**config.mk**
```make
export PLATFORM = sky130hd
export DESIGN_NAME = two_bcd_timer
export DESIGN_NICKNAME = d
export VERILOG_FILES = /design/src/rtl/two_bcd_timer.sv
export SDC_FILE = /design/constraint.sdc
export NUM_CORES = 1
export LEC_CHECK = 0
export ABC_CLOCK_PERIOD_IN_PS = 2550
export CAP_MARGIN = 10
export CORE_MARGIN = 1.5
export CORE_UTILIZATION = 46
export CTS_CLUSTER_SIZE = 24
export DETAILED_ROUTE_END_ITERATION = 16
export GPL_ROUTABILITY_DRIVEN = 0
export PLACE_DENSITY = 0.7
export SLEW_MARGIN = 20
export SYNTH_ARGS = -nofsm -noshare
export SYNTH_HDL_FRONTEND = slang
export SYNTH_SLANG_ARGS = --single-unit
```
**constraint.sdc**
```tcl
create_clock -name clk -period 2.55 [get_ports clk]
set_input_delay 0.255 -clock clk [delete_from_list [all_inputs] [get_ports clk]]
set_output_delay 0.255 -clock clk [all_outputs]
set_load 0.03 [all_outputs]
```
**src/rtl/two_bcd_timer.sv**
```systemverilog
// Two-digit BCD up/down timer with run/pause control, programmable terminal
// value and wrap/stop behaviour, advancing on a one-cycle tick enable.
module two_bcd_timer #(
    parameter int unsigned LIMIT_TENS = 5,
    parameter int unsigned LIMIT_ONES = 9
) (
    input  logic       clk,
    input  logic       rst,
    input  logic       tick,
    input  logic       start_stop,
    input  logic       clear,
    input  logic       dir,
    input  logic       wrap,
    output logic [3:0] digit0,
    output logic [3:0] digit1,
    output logic       running,
    output logic       done
);

    localparam bit LIMIT_OK = (LIMIT_TENS <= 9) && (LIMIT_ONES <= 9) &&
                              ((LIMIT_TENS * 10 + LIMIT_ONES) >= 1);
    localparam logic [3:0] LIM_T = 4'(LIMIT_TENS);
    localparam logic [3:0] LIM_O = 4'(LIMIT_ONES);

    typedef enum logic [1:0] {
        ST_IDLE,
        ST_RUN,
        ST_PAUSE,
        ST_DONE
    } state_t;

    state_t     state, nxt_state;
    logic [3:0] nxt_d0, nxt_d1;
    logic       nxt_done;

    logic [3:0] s_tens, s_ones, t_tens, t_ones;
    logic [3:0] adv_tens, adv_ones;
    logic       at_term, adv_term;

    always_ff @(posedge clk) begin
        if (rst) begin
            assert (LIMIT_OK)
            else $error("two_bcd_timer: illegal LIMIT_TENS/LIMIT_ONES combination");
        end
    end

    // Start/terminal values and the one-step BCD advance for the current dir.
    always_comb begin
        s_tens = dir ? LIM_T : 4'd0;
        s_ones = dir ? LIM_O : 4'd0;
        t_tens = dir ? 4'd0 : LIM_T;
        t_ones = dir ? 4'd0 : LIM_O;
        at_term = (digit1 == t_tens) && (digit0 == t_ones);
        if (!dir) begin
            if (digit0 == 4'd9) begin
                adv_ones = 4'd0;
                adv_tens = digit1 + 4'd1;
            end else begin
                adv_ones = digit0 + 4'd1;
                adv_tens = digit1;
            end
        end else begin
            if (digit0 == 4'd0) begin
                adv_ones = 4'd9;
                adv_tens = digit1 - 4'd1;
            end else begin
                adv_ones = digit0 - 4'd1;
                adv_tens = digit1;
            end
        end
        adv_term = (adv_tens == t_tens) && (adv_ones == t_ones);
    end

    always_ff @(posedge clk) begin
        if (rst) begin
            state  <= ST_IDLE;
            digit0 <= '0;
            digit1 <= '0;
            done   <= 1'b0;
        end else begin
            state  <= nxt_state;
            digit0 <= nxt_d0;
            digit1 <= nxt_d1;
            done   <= nxt_done;
        end
    end

    always_comb begin
        nxt_state = state;
        nxt_d0    = digit0;
        nxt_d1    = digit1;
        nxt_done  = 1'b0;
        if (clear) begin
            nxt_state = ST_IDLE;
            nxt_d0    = '0;
            nxt_d1    = '0;
        end else begin
            unique case (state)
                ST_IDLE, ST_DONE: begin
                    if (start_stop) begin
                        nxt_state = ST_RUN;
                        nxt_d1    = s_tens;
                        nxt_d0    = s_ones;
                    end
                end
                ST_RUN: begin
                    // A tick coinciding with start_stop is applied before pausing.
                    if (tick) begin
                        if (at_term) begin
                            if (wrap) begin
                                nxt_d1   = s_tens;
                                nxt_d0   = s_ones;
                                nxt_done = 1'b1;
                            end else begin
                                nxt_state = ST_DONE;
                            end
                        end else begin
                            nxt_d1 = adv_tens;
                            nxt_d0 = adv_ones;
                            if (!wrap && adv_term) begin
                                nxt_state = ST_DONE;
                                nxt_done  = 1'b1;
                            end
                        end
                    end
                    if (start_stop) begin
                        nxt_state = ST_PAUSE;
                    end
                end
                ST_PAUSE: begin
                    if (start_stop) begin
                        nxt_state = ST_RUN;
                    end
                end
                default: nxt_state = ST_IDLE;
            endcase
        end
    end

    always_comb begin
        running = (state == ST_RUN);
    end

endmodule

```
## Word level (Yosys, flattened, before mapping)

Index checks and enable logic that the tools add are counted.

| storage, ports and cells | value |
|---|---|
| register bits | 11 |
| bits in latches | 0 |
| bits in writable memories | 0 |
| bits in read-only memories | 0 |
| word-level logic and storage cells | 68 |
| memories | 0 |

| cells by class | value |
|---|---|
| add/sub/neg operators | 4 |
| $mul | 0 |
| divide/modulo/power cells | 0 |
| $lt $le $gt $ge | 0 |
| eq/ne operators | 15 |
| shifts and indexed selects | 0 |
| muxes and demuxes | 30 |
| bitwise logic cells | 2 |
| reduce and logical (&&, ||, !) cells | 13 |

Operators by type and width:

| kind | number |
|---|---|
| 4-bit two-way mux | 16 |
| 4-bit one-hot mux with 2 select lines | 2 |
| 2-bit two-way mux | 6 |
| 4-bit by 1-bit adder with 4-bit output (second input constant) | 2 |
| 4-bit by 3-bit equality test with 1-bit output | 2 |
| 4-bit equality test | 2 |
| 4-bit AND reduction | 2 |
| 4-bit by 1-bit subtractor with 4-bit output (second input constant) | 2 |
| 3-bit two-way mux | 2 |
| 3-bit inequality test (second input constant) | 2 |
| 2-bit equality test (second input constant) | 2 |
| 4-bit equality test (second input constant) | 1 |
| 4-bit logical NOT | 1 |
| 2-bit inequality test (second input constant) | 2 |
| 4-bit by 2-bit inequality test with 1-bit output (second input constant) | 1 |
| 4-bit inequality test (second input constant) | 1 |
| 2-bit one-hot mux with 2 select lines | 1 |
| 2-bit OR reduction | 2 |
| 4-bit OR reduction | 1 |
| 1-bit logical AND | 3 |
| 1-bit two-way mux | 3 |
| 3-bit OR reduction | 1 |
| 2-bit by 1-bit equality test with 1-bit output (second input constant) | 1 |
| 2-bit logical NOT | 1 |
| 4 further kinds | 5 |

## Logic depth before layout (Yosys ltp)

Gate-level depths: netlist of run 1.

| logic depth | value |
|---|---|
| depth after elaboration | 11 |
| mapped depth | 7 |
| gate-level depth less buffers | 7 |

## Least setup slack after synthesis of run 1

OpenSTA, ideal clock, no wires.

| timing | value |
|---|---|
| kind | reg2reg |
| start point | register state[1] |
| end point | register state[0] |
| arrival | 1.828 ns |
| slack | 0.634 ns |
| cell stages (with the launch flop) | 8 |
| path buffers | 0 |
| cell sequence | dfxtp_1 > inv_1 > ha_1 > inv_1 > or3_1 > nor3_1 > o2111ai_1 > o31ai_1 |

| between the ends | value |
|---|---|
| elaborated cells on any way between the ends | 11 |
| classes of those cells | 7 x eq/ne; 1 x mux; 3 x reduce/logical |

RTL lines:

| what | RTL line | RTL |
|---|---|---|
| from (decl) | 32 | `state_t state, nxt_state;` |
| from (signal assigned) | 81 | `state <= nxt_state;` |
| 2-bit by 1-bit equality test with 1-bit output (*) | - |  |
| via running | 16 | `output logic running,` |
| 4-bit by 2-bit inequality test with 1-bit output (no source line) (tied with other cells) | - |  |
| 4-bit AND reduction (no source line) | - |  |

The timed path passes the listed nets; every way through them passes the cells marked *.
A chain may end at the register's enable or synchronous reset.

## Worst setup path in the final report of run 1

| timing | value |
|---|---|
| start point | input dir |
| end point | register digit1[2] |

| between the ends | value |
|---|---|
| word-level cells in the longest chain between the ends | 6 |
| elaborated cells on any way between the ends | 14 |
| classes of those cells | 3 x eq/ne; 9 x mux; 2 x reduce/logical |

RTL lines:

| what | RTL line | RTL |
|---|---|---|
| from (decl) | 12 | `input logic dir,` |
| 3-bit two-way mux / 4-bit two-way mux (equally long branches) | 51, 52 |  |
| 4-bit by 3-bit equality test with 1-bit output / 4-bit equality test (equally long branches) | 53 | `at_term = (digit1 == t_tens) && (digit0 == t_ones);` |
| 1-bit logical AND | 53 |  |
| 4-bit two-way mux | 109 | `if (at_term) begin` |
| 4-bit two-way mux | 108 | `if (tick) begin` |
| 4-bit one-hot mux with 2 select lines | 98 | `unique case (state)` |
| to (signal assigned) | 83 | `digit1 <= nxt_d1;` |
| to (decl) | 15 | `output logic [3:0] digit1,` |

Parallel ways exist; a longest one is shown, timed or not. The select of a mux whose other input is x is not followed.

==> run_results.csv, run 1 <==
group,metric,value,unit
outcome,run_status,"completed",
timing,final.period_utilization,0.7924,
cts,cts_max_level,1,
synthesis,post_synth_num_cell_types,53,
critical_path,crit_path_top_delay_cell,"clkdlybuf4s50_1",
floorplan,core_area,0.002233,mm^2
timing,hold_violations,0,
critical_path,cp_max_fo,16,
cts,cts_tree,"yes",
synthesis,synth.largest_area_cell,"dfxtp_1",
synthesis,synth.yosys.warnings,0,
critical_path,critical_path_arrival,2170,ps
flow_run,timing.max_cap.violations,0,
cts,tritoncts_buffer_count,3,
synthesis,syn_avg_cell_area,7.844,um^2
critical_path,worst_setup_path_start_kind,"input pin",
cts,cts-hold-fix-buffers,0,
power_and_ir_drop,vdd.ir_drop.worst,0.0002870,V
grt,wire_length_of_the_first_global_routing_pass,4629,um
critical_path,rrSetupSlack,550,ps
synthesis,synth.ff_latch_count,11,
synthesis,synth.yosys.seq_area_share,0.1991,
routing,count_of_routing_violations_after_the_opening_detailed_route_iteration,48,
critical_path,critical_path_required,2700,ps
floorplan,floorplan.die.height,52.04,um
timing,final.setup.tns,0,ps
critical_path,endpoint_kind,"register",
routing,wl_per_cell,15.17,um
min_path,hp-class,"register to register",
layout,area_growth_syn_to_layout,16.40,%
floorplan,fp-row-count,17,
power_and_ir_drop,power.share.combinational,0.312,
synthesis,yosys_top_cell_area_share,0.1991,
timing,final_max_slew_viol_count,0,
synthesis,syn_nets,152,
grt,largest_net_degree_at_the_start_of_global_routing,17,
layout,finish.net_count,167,
floorplan,floorplan.initialDensity,0.4952,
power_and_ir_drop,pwr_density_cell,349.8,mW/mm^2
cts,worstSkewPairLatency,270,ps
critical_path,crit_path_start,"dir",
layout,antenna-diode-count,0,
synthesis,syn-instance-count,141,
timing,setup_ws,529.3,ps
cts,cts_setup_buffers,0,
floorplan,die_area,0.002708,mm^2
timing,worst-slew-pin-transition,525.5,ps
synthesis,synthTopCellsByArea,"dfxtp_1 (20%), o21ai_0 (6.3%), ha_1 (4.5%)",
critical_path,rr_worst_depth,6,
synthesis,synth_enable_flop_cells,0,
floorplan,io-pin-count,17,
grt,grt_overflow_total,0,
grt,global_route.usage.total,0.2270,
synthesis,synthMostInstantiatedCell,"o21ai_0",
timing,timing.slew.headroom,0.6492,
critical_path,r2r-start,"state[1]",
grt,grt_antenna_before_repair,0,
timing,achievable_clock_frequency,0.4949,GHz
place,dp_hpwl,2059,um
power_and_ir_drop,internal_power,298.9,uW
place,place_worst_setup_slack,259.7,ps
cts,max-clock-path-buffers,2,
routing,route.vias.total,1104,
power_and_ir_drop,clock_group_share_of_total_power,0.268,
critical_path,crit_type,"input pin to register",
floorplan,chipWidth,52.04,um
power_and_ir_drop,power_switching,151.5,uW
synthesis,netlist_top_cells_count,"o21ai_0 (14), dfxtp_1 (11), nor2_1 (11)",
power_and_ir_drop,p_sw_frac,0.3363,
synthesis,synth-async-reset-ratio,0,
critical_path,cp-endpoint,"digit1[2]",
routing,detail_route.first_pass.iterations,4,
synthesis,synth_area,0.001106,mm^2
cts,root_buffer_cell,"clkbuf_4",
cts,clock_sinks,11,
critical_path,crit_cells,7,
grt,grt_pass1_vias,1007,
routing,wl,2777,um
timing,period_minus_slack,2021,ps
critical_path,cpLargestDelayFamily,"compound AO/OA/AOI/OAI gates",
critical_path,critical_path.n_buffers_inverters,2,
timing,clock-skew-final,10.95,ps
routing,dr_vias_cell,6.033,
place,port_buffers,16,
timing,setup_viol,0,
timing,rsz_0062_raised_after_global_routing,"false",
power_and_ir_drop,leakage,0.4743,nW
critical_path,cp_cell_sequence,"clkdlybuf4s50_1 -> buf_4 -> xor2_2 -> o2111ai_4 -> o21ai_2 -> nor2_1 -> a32o_1",
critical_path,crit-reg2reg-capture,"digit1[2]",
layout,post_route_cells_drive_above_1_share,0.1097,
routing,ant_nets,0,
power_and_ir_drop,pwr-share-seq,0.420,
routing,residual_drc,0,
cts,cts_resized,0,
critical_path,cp_slowest_stage_delay,550,ps
synthesis,postSynth.topFlopCell,"dfxtp_1",
cts,clk_transition_reported_paths,70,ps
## kinds of logic after synthesis
| kind of cell | after synthesis | share of synthesized area |
|---|---|---|
| simple gates | 48 | 0.2613 |
| flops | 11 | 0.1991 |
| fa+ha+maj | 4 | 0.04525 |
| mux | 4 | 0.03733 |
| compound gates | 50 | 0.3224 |
| buf+inv | 21 | 0.1041 |
| xor+xnor | 3 | 0.03055 |
## power by group through the flow
stage / Clock [mW] / Sequential [mW] / Combinational [mW]
after floorplan: 0 / 0.191 / 0.103
after global placement: 0 / 0.192 / 0.137
after detailed placement: 0 / 0.193 / 0.139
after CTS: 0.125 / 0.189 / 0.139
after global routing: 0.133 / 0.190 / 0.153
final: 0.121 / 0.189 / 0.140
## flip-flops by register name, summed over array words and instances (netlist names)
| register | cells |
|---|---|
| digit0 | 4 |
| digit1 | 4 |
| done | 1 |
| state | 2 |
## layout by cell type, fill, tap and decap left out, types with 4 or more instances in the layout
cell,n
ha_1,4
buf_4,5
a21oi_1,7
o21ai_0,14
nor2_1,11
clkdlybuf4s50_1,16
inv_1,10
nand2_1,8
dfxtp_1,11
nor3_1,6
## per-layer routing
layer,share of wire,wire length (um),GRT usage,vias to the layer above
li1,-,-,-,550
met1,0.47,1296,0.3316,512
met2,0.47,1292,0.3397,40
met3,0.060,167,0.03161,2
met4,0.0076,21,0.07018,0
met5,0,0,0,-
## how the worst min path moves through the flow
stage	end	depth (start not counted)	startpoint	slack (ps)
3_3_place_gp	digit1[3]	2	digit1[3]	550
6_report	digit1[3]	2	digit1[3]	560
2_1_floorplan	done	2	wrap	440
5_1_grt	digit1[3]	2	digit1[3]	590
3_5_place_dp	digit1[3]	2	digit1[3]	550
4_1_cts	digit1[3]	2	digit1[3]	570
## metrics by stage
| step | util | area, um^2 | std cells | hold WS (ps) | total power, mW |
|---|---|---|---|---|---|
| detailed placement | 0.5647 | 1261 | 179 | 551.5 | 0.3321 |
| global route | 0.5765 | 1287 | 183 | 594.8 | 0.4769 |
| global placement | 0.5647 | 1261 | 179 | 549.6 | 0.3288 |
| floorplan | - | 1106 | 141 | 438.8 | 0.2938 |
| finish | 0.5765 | 1287 | 183 | 564.4 | 0.4504 |
| CTS | 0.5765 | 1287 | 183 | 565.5 | 0.4532 |
## area by class of cell
cell class | instances | area [um^2]
clock buffers | 4 | 26.28
fillers | 217 | 945.9
inverters | 10 | 37.54
multi-input cells | 109 | 770.7
flip-flops and latches | 11 | 220.2
well taps | 28 | 35.03
repair buffers | 21 | 197.7
## tightest hold or removal path, delay by kind of cell, from the launching register on
family	cells	cell delay, ps
compound gates	1	60
flops	1	380
simple gates	1	80
Note: power is estimated with default switching activity, not from simulation.
==> run 2, diff against run 1 <==
--- a/config.mk
+++ b/config.mk
@@ -5,14 +5,14 @@
 export SDC_FILE = /design/constraint.sdc
 export NUM_CORES = 1
 export LEC_CHECK = 0
-export ABC_CLOCK_PERIOD_IN_PS = 2550
+export ABC_CLOCK_PERIOD_IN_PS = 1800
 export CAP_MARGIN = 10
 export CORE_MARGIN = 1.5
 export CORE_UTILIZATION = 46
 export CTS_CLUSTER_SIZE = 24
 export DETAILED_ROUTE_END_ITERATION = 16
 export GPL_ROUTABILITY_DRIVEN = 0
-export PLACE_DENSITY = 0.7
+export PLACE_DENSITY = 0.73
 export SLEW_MARGIN = 20
 export SYNTH_ARGS = -nofsm -noshare
 export SYNTH_HDL_FRONTEND = slang
==> constraint.sdc (replaced) <==
create_clock -name clk -period 1.8 [get_ports clk]
set_input_delay 0.18 -clock clk [delete_from_list [all_inputs] [get_ports clk]]
set_output_delay 0.18 -clock clk [all_outputs]
set_load 0.03 [all_outputs]
==> run 2 against run 1 <==
Final cell count grew 11%. Worst hold slack got worse by 9.7 ps. Core utilization increased by 13 points. Sequential power up 41%. Sequential share of layout area is 2.3 points lower.
==> run_results.csv, run 2 (synthesis gave the netlist of run 1 again) <==
group,metric,value,unit
outcome,run_status,"completed",
layout,post_route_cells_drive_above_1_share,0.3352,
place,dp_hpwl,2273,um
routing,residual_drc,0,
grt,largest_net_degree_at_the_start_of_global_routing,15,
power_and_ir_drop,clock_group_share_of_total_power,0.248,
place,port_buffers,16,
cts,cts_tree,"yes",
routing,detail_route.first_pass.iterations,4,
layout,final_util,0.7020,
layout,antenna-diode-count,0,
floorplan,core_area,0.002233,mm^2
critical_path,worst_setup_path_start_kind,"register",
timing,period_minus_slack,1737,ps
routing,wl_per_cell,15.50,um
floorplan,floorplan.die.height,52.04,um
floorplan,floorplan.initialDensity,0.4952,
layout,finish.net_count,188,
grt,global_route.usage.total,0.2474,
cts,tritoncts_buffer_count,3,
power_and_ir_drop,post-layout-total-power,705.9,uW
timing,timing.slew.headroom,0.6844,
power_and_ir_drop,leakage,0.6287,nW
power_and_ir_drop,power.share.combinational,0.374,
timing,whs,554.7,ps
cts,max-clock-path-buffers,2,
power_and_ir_drop,vdd.ir_drop.worst,0.0005100,V
critical_path,cp_slowest_stage_delay,370,ps
power_and_ir_drop,power_switching,242.5,uW
floorplan,fp-row-count,17,
timing,achievable_clock_frequency,0.5757,GHz
timing,clock-skew-final,3.091,ps
timing,setup_ws,63.12,ps
power_and_ir_drop,pwr_density_cell,450.3,mW/mm^2
layout,mostFrequentLayoutCells,"buf_4 (26), o21ai_0 (14), clkdlybuf4s50_1 (13), nor2_1 (11), inv_1 (9)",
cts,worstSkewPairLatency,280,ps
timing,final_max_slew_viol_count,0,
timing,final.period_utilization,0.9649,
place,place_worst_setup_slack,-287.4,ps
layout,area_growth_syn_to_layout,41.74,%
critical_path,critical_path_required,1970,ps
timing,rsz_0062_raised_after_global_routing,"true",
layout,most_common_cell_after_layout_fill_and_taps_aside,"buf_4",
grt,grt_antenna_before_repair,0,
cts,root_buffer_cell,"clkbuf_4",
timing,setup_viol,0,
min_path,hp-class,"register to register",
layout,biggestRegsByFlops,"digit0 (4), digit1 (4), state (2)",
power_and_ir_drop,pwr-share-seq,0.378,
routing,count_of_routing_violations_after_the_opening_detailed_route_iteration,26,
grt,grt_pass1_vias,1160,
flow_run,timing.max_cap.violations,0,
critical_path,endpoint_kind,"register",
cts,clock_sinks,11,
routing,wl,3161,um
routing,ant_nets,0,
cts,clk_transition_reported_paths,70,ps
layout,finalInstanceArea,0.001568,mm^2
critical_path,cp_max_fo,6,
critical_path,crit_path_top_delay_cell,"dfxtp_4",
critical_path,cp_cell_sequence,"inv_1 -> ha_1 -> a221oi_2 -> buf_4 -> o21a_4 -> o21ai_0 -> a32o_2",
routing,route.vias.total,1224,
timing,worst-slew-pin-transition,468.4,ps
routing,dr_vias_cell,6.000,
power_and_ir_drop,p_sw_frac,0.3435,
layout,num-fill-cells,175,
grt,grt_overflow_total,0,
grt,wire_length_of_the_first_global_routing_pass,5112,um
cts,cts_max_level,1,
power_and_ir_drop,internal_power,463.5,uW
critical_path,crit_type,"register to register",
floorplan,io-pin-count,17,
place,detailed_place.area,0.001419,mm^2
timing,hold_violations,0,
critical_path,critical_path_arrival,1910,ps
floorplan,die_area,0.002708,mm^2
floorplan,chipWidth,52.04,um
run 2: cell types whose count changed in the layout (fill, tap and decap cells not counted), sizes merged:
cell and change:
clkdlybuf4s50 -3, buf +21, dlygate4sd2 +2, dlymetal6s2s +1
run 2: power by group through the flow:
| stage | clock network, mW | registers [mW] | logic (mW) |
|---|---|---|---|
| 2_1_floorplan | 0 | 0.272 | 0.146 |
| 3_3_place_gp | 0 | 0.273 | 0.230 |
| 3_5_place_dp | 0 | 0.274 | 0.233 |
| 4_1_cts | 0.181 | 0.268 | 0.236 |
| 5_1_grt | 0.189 | 0.268 | 0.284 |
| 6_report | 0.175 | 0.267 | 0.264 |
run 2: metrics by stage:
step / std cells / TNS (ps)
6_report: 204 / 0
2_1_floorplan: 141 / 0
4_1_cts: 203 / -3.791
5_1_grt: 204 / -28.96
3_3_place_gp: 199 / -2128
3_5_place_dp: 199 / -2588
run 2: path summary, 6_finish.rpt:
check,from,to,slack (ps),depth (start not counted)
worst max-delay path,state[0],digit1[2],60,7
worst min-delay path,digit1[0],digit1[0],550,2
worst max register to register,state[0],digit1[2],60,7
worst min register to register,digit1[0],digit1[0],550,2
run 2: critical path, delay by kind of cell, from the launching register on:
kind / cells / cell delay, ps
AOI/OAI and AO/OA: 4 / 750
adders and majority gates: 1 / 300
buffers and inverters: 2 / 210
DFF: 1 / 370
run 2: cell type report:
cell class / count / area [um^2] / area share
multi-input cells: 109 / 880.8 / 0.5619
repair buffers: 42 / 355.3 / 0.2267
flip-flops and latches: 11 / 232.7 / 0.1484
inverters: 10 / 37.54 / 0.02394
well taps: 28 / 35.03 / 0.02235
clock buffers: 4 / 26.28 / 0.01676
run 2: timing repair:
| item | in CTS | in global routing |
|---|---|---|
| resized for setup | 9 | 19 |
| endpoints found under the setup margin | 6 | 12 |
| setup buffers | 0 | 1 |
| hold buffers | 0 | 0 |
| pin swaps | 2 | 3 |
run 2: routing by layer:
layer / vias up / wire length, um / track usage
li1: 595 / - / -
met5: - / 0 / 0
met2: 32 / 1476 / 0.3966
met1: 589 / 1489 / 0.3392
met3: 8 / 119 / 0.02874
met4: 0 / 76 / 0.08772
==> run 3, diff against run 2 <==
--- a/config.mk
+++ b/config.mk
@@ -13,7 +13,6 @@
 export DETAILED_ROUTE_END_ITERATION = 16
 export GPL_ROUTABILITY_DRIVEN = 0
 export PLACE_DENSITY = 0.73
-export SLEW_MARGIN = 20
 export SYNTH_ARGS = -nofsm -noshare
 export SYNTH_HDL_FRONTEND = slang
 export SYNTH_SLANG_ARGS = --single-unit
==> results of run 3 <==
Same layout as run 2: the final DEF is identical, and so are final timing and power.
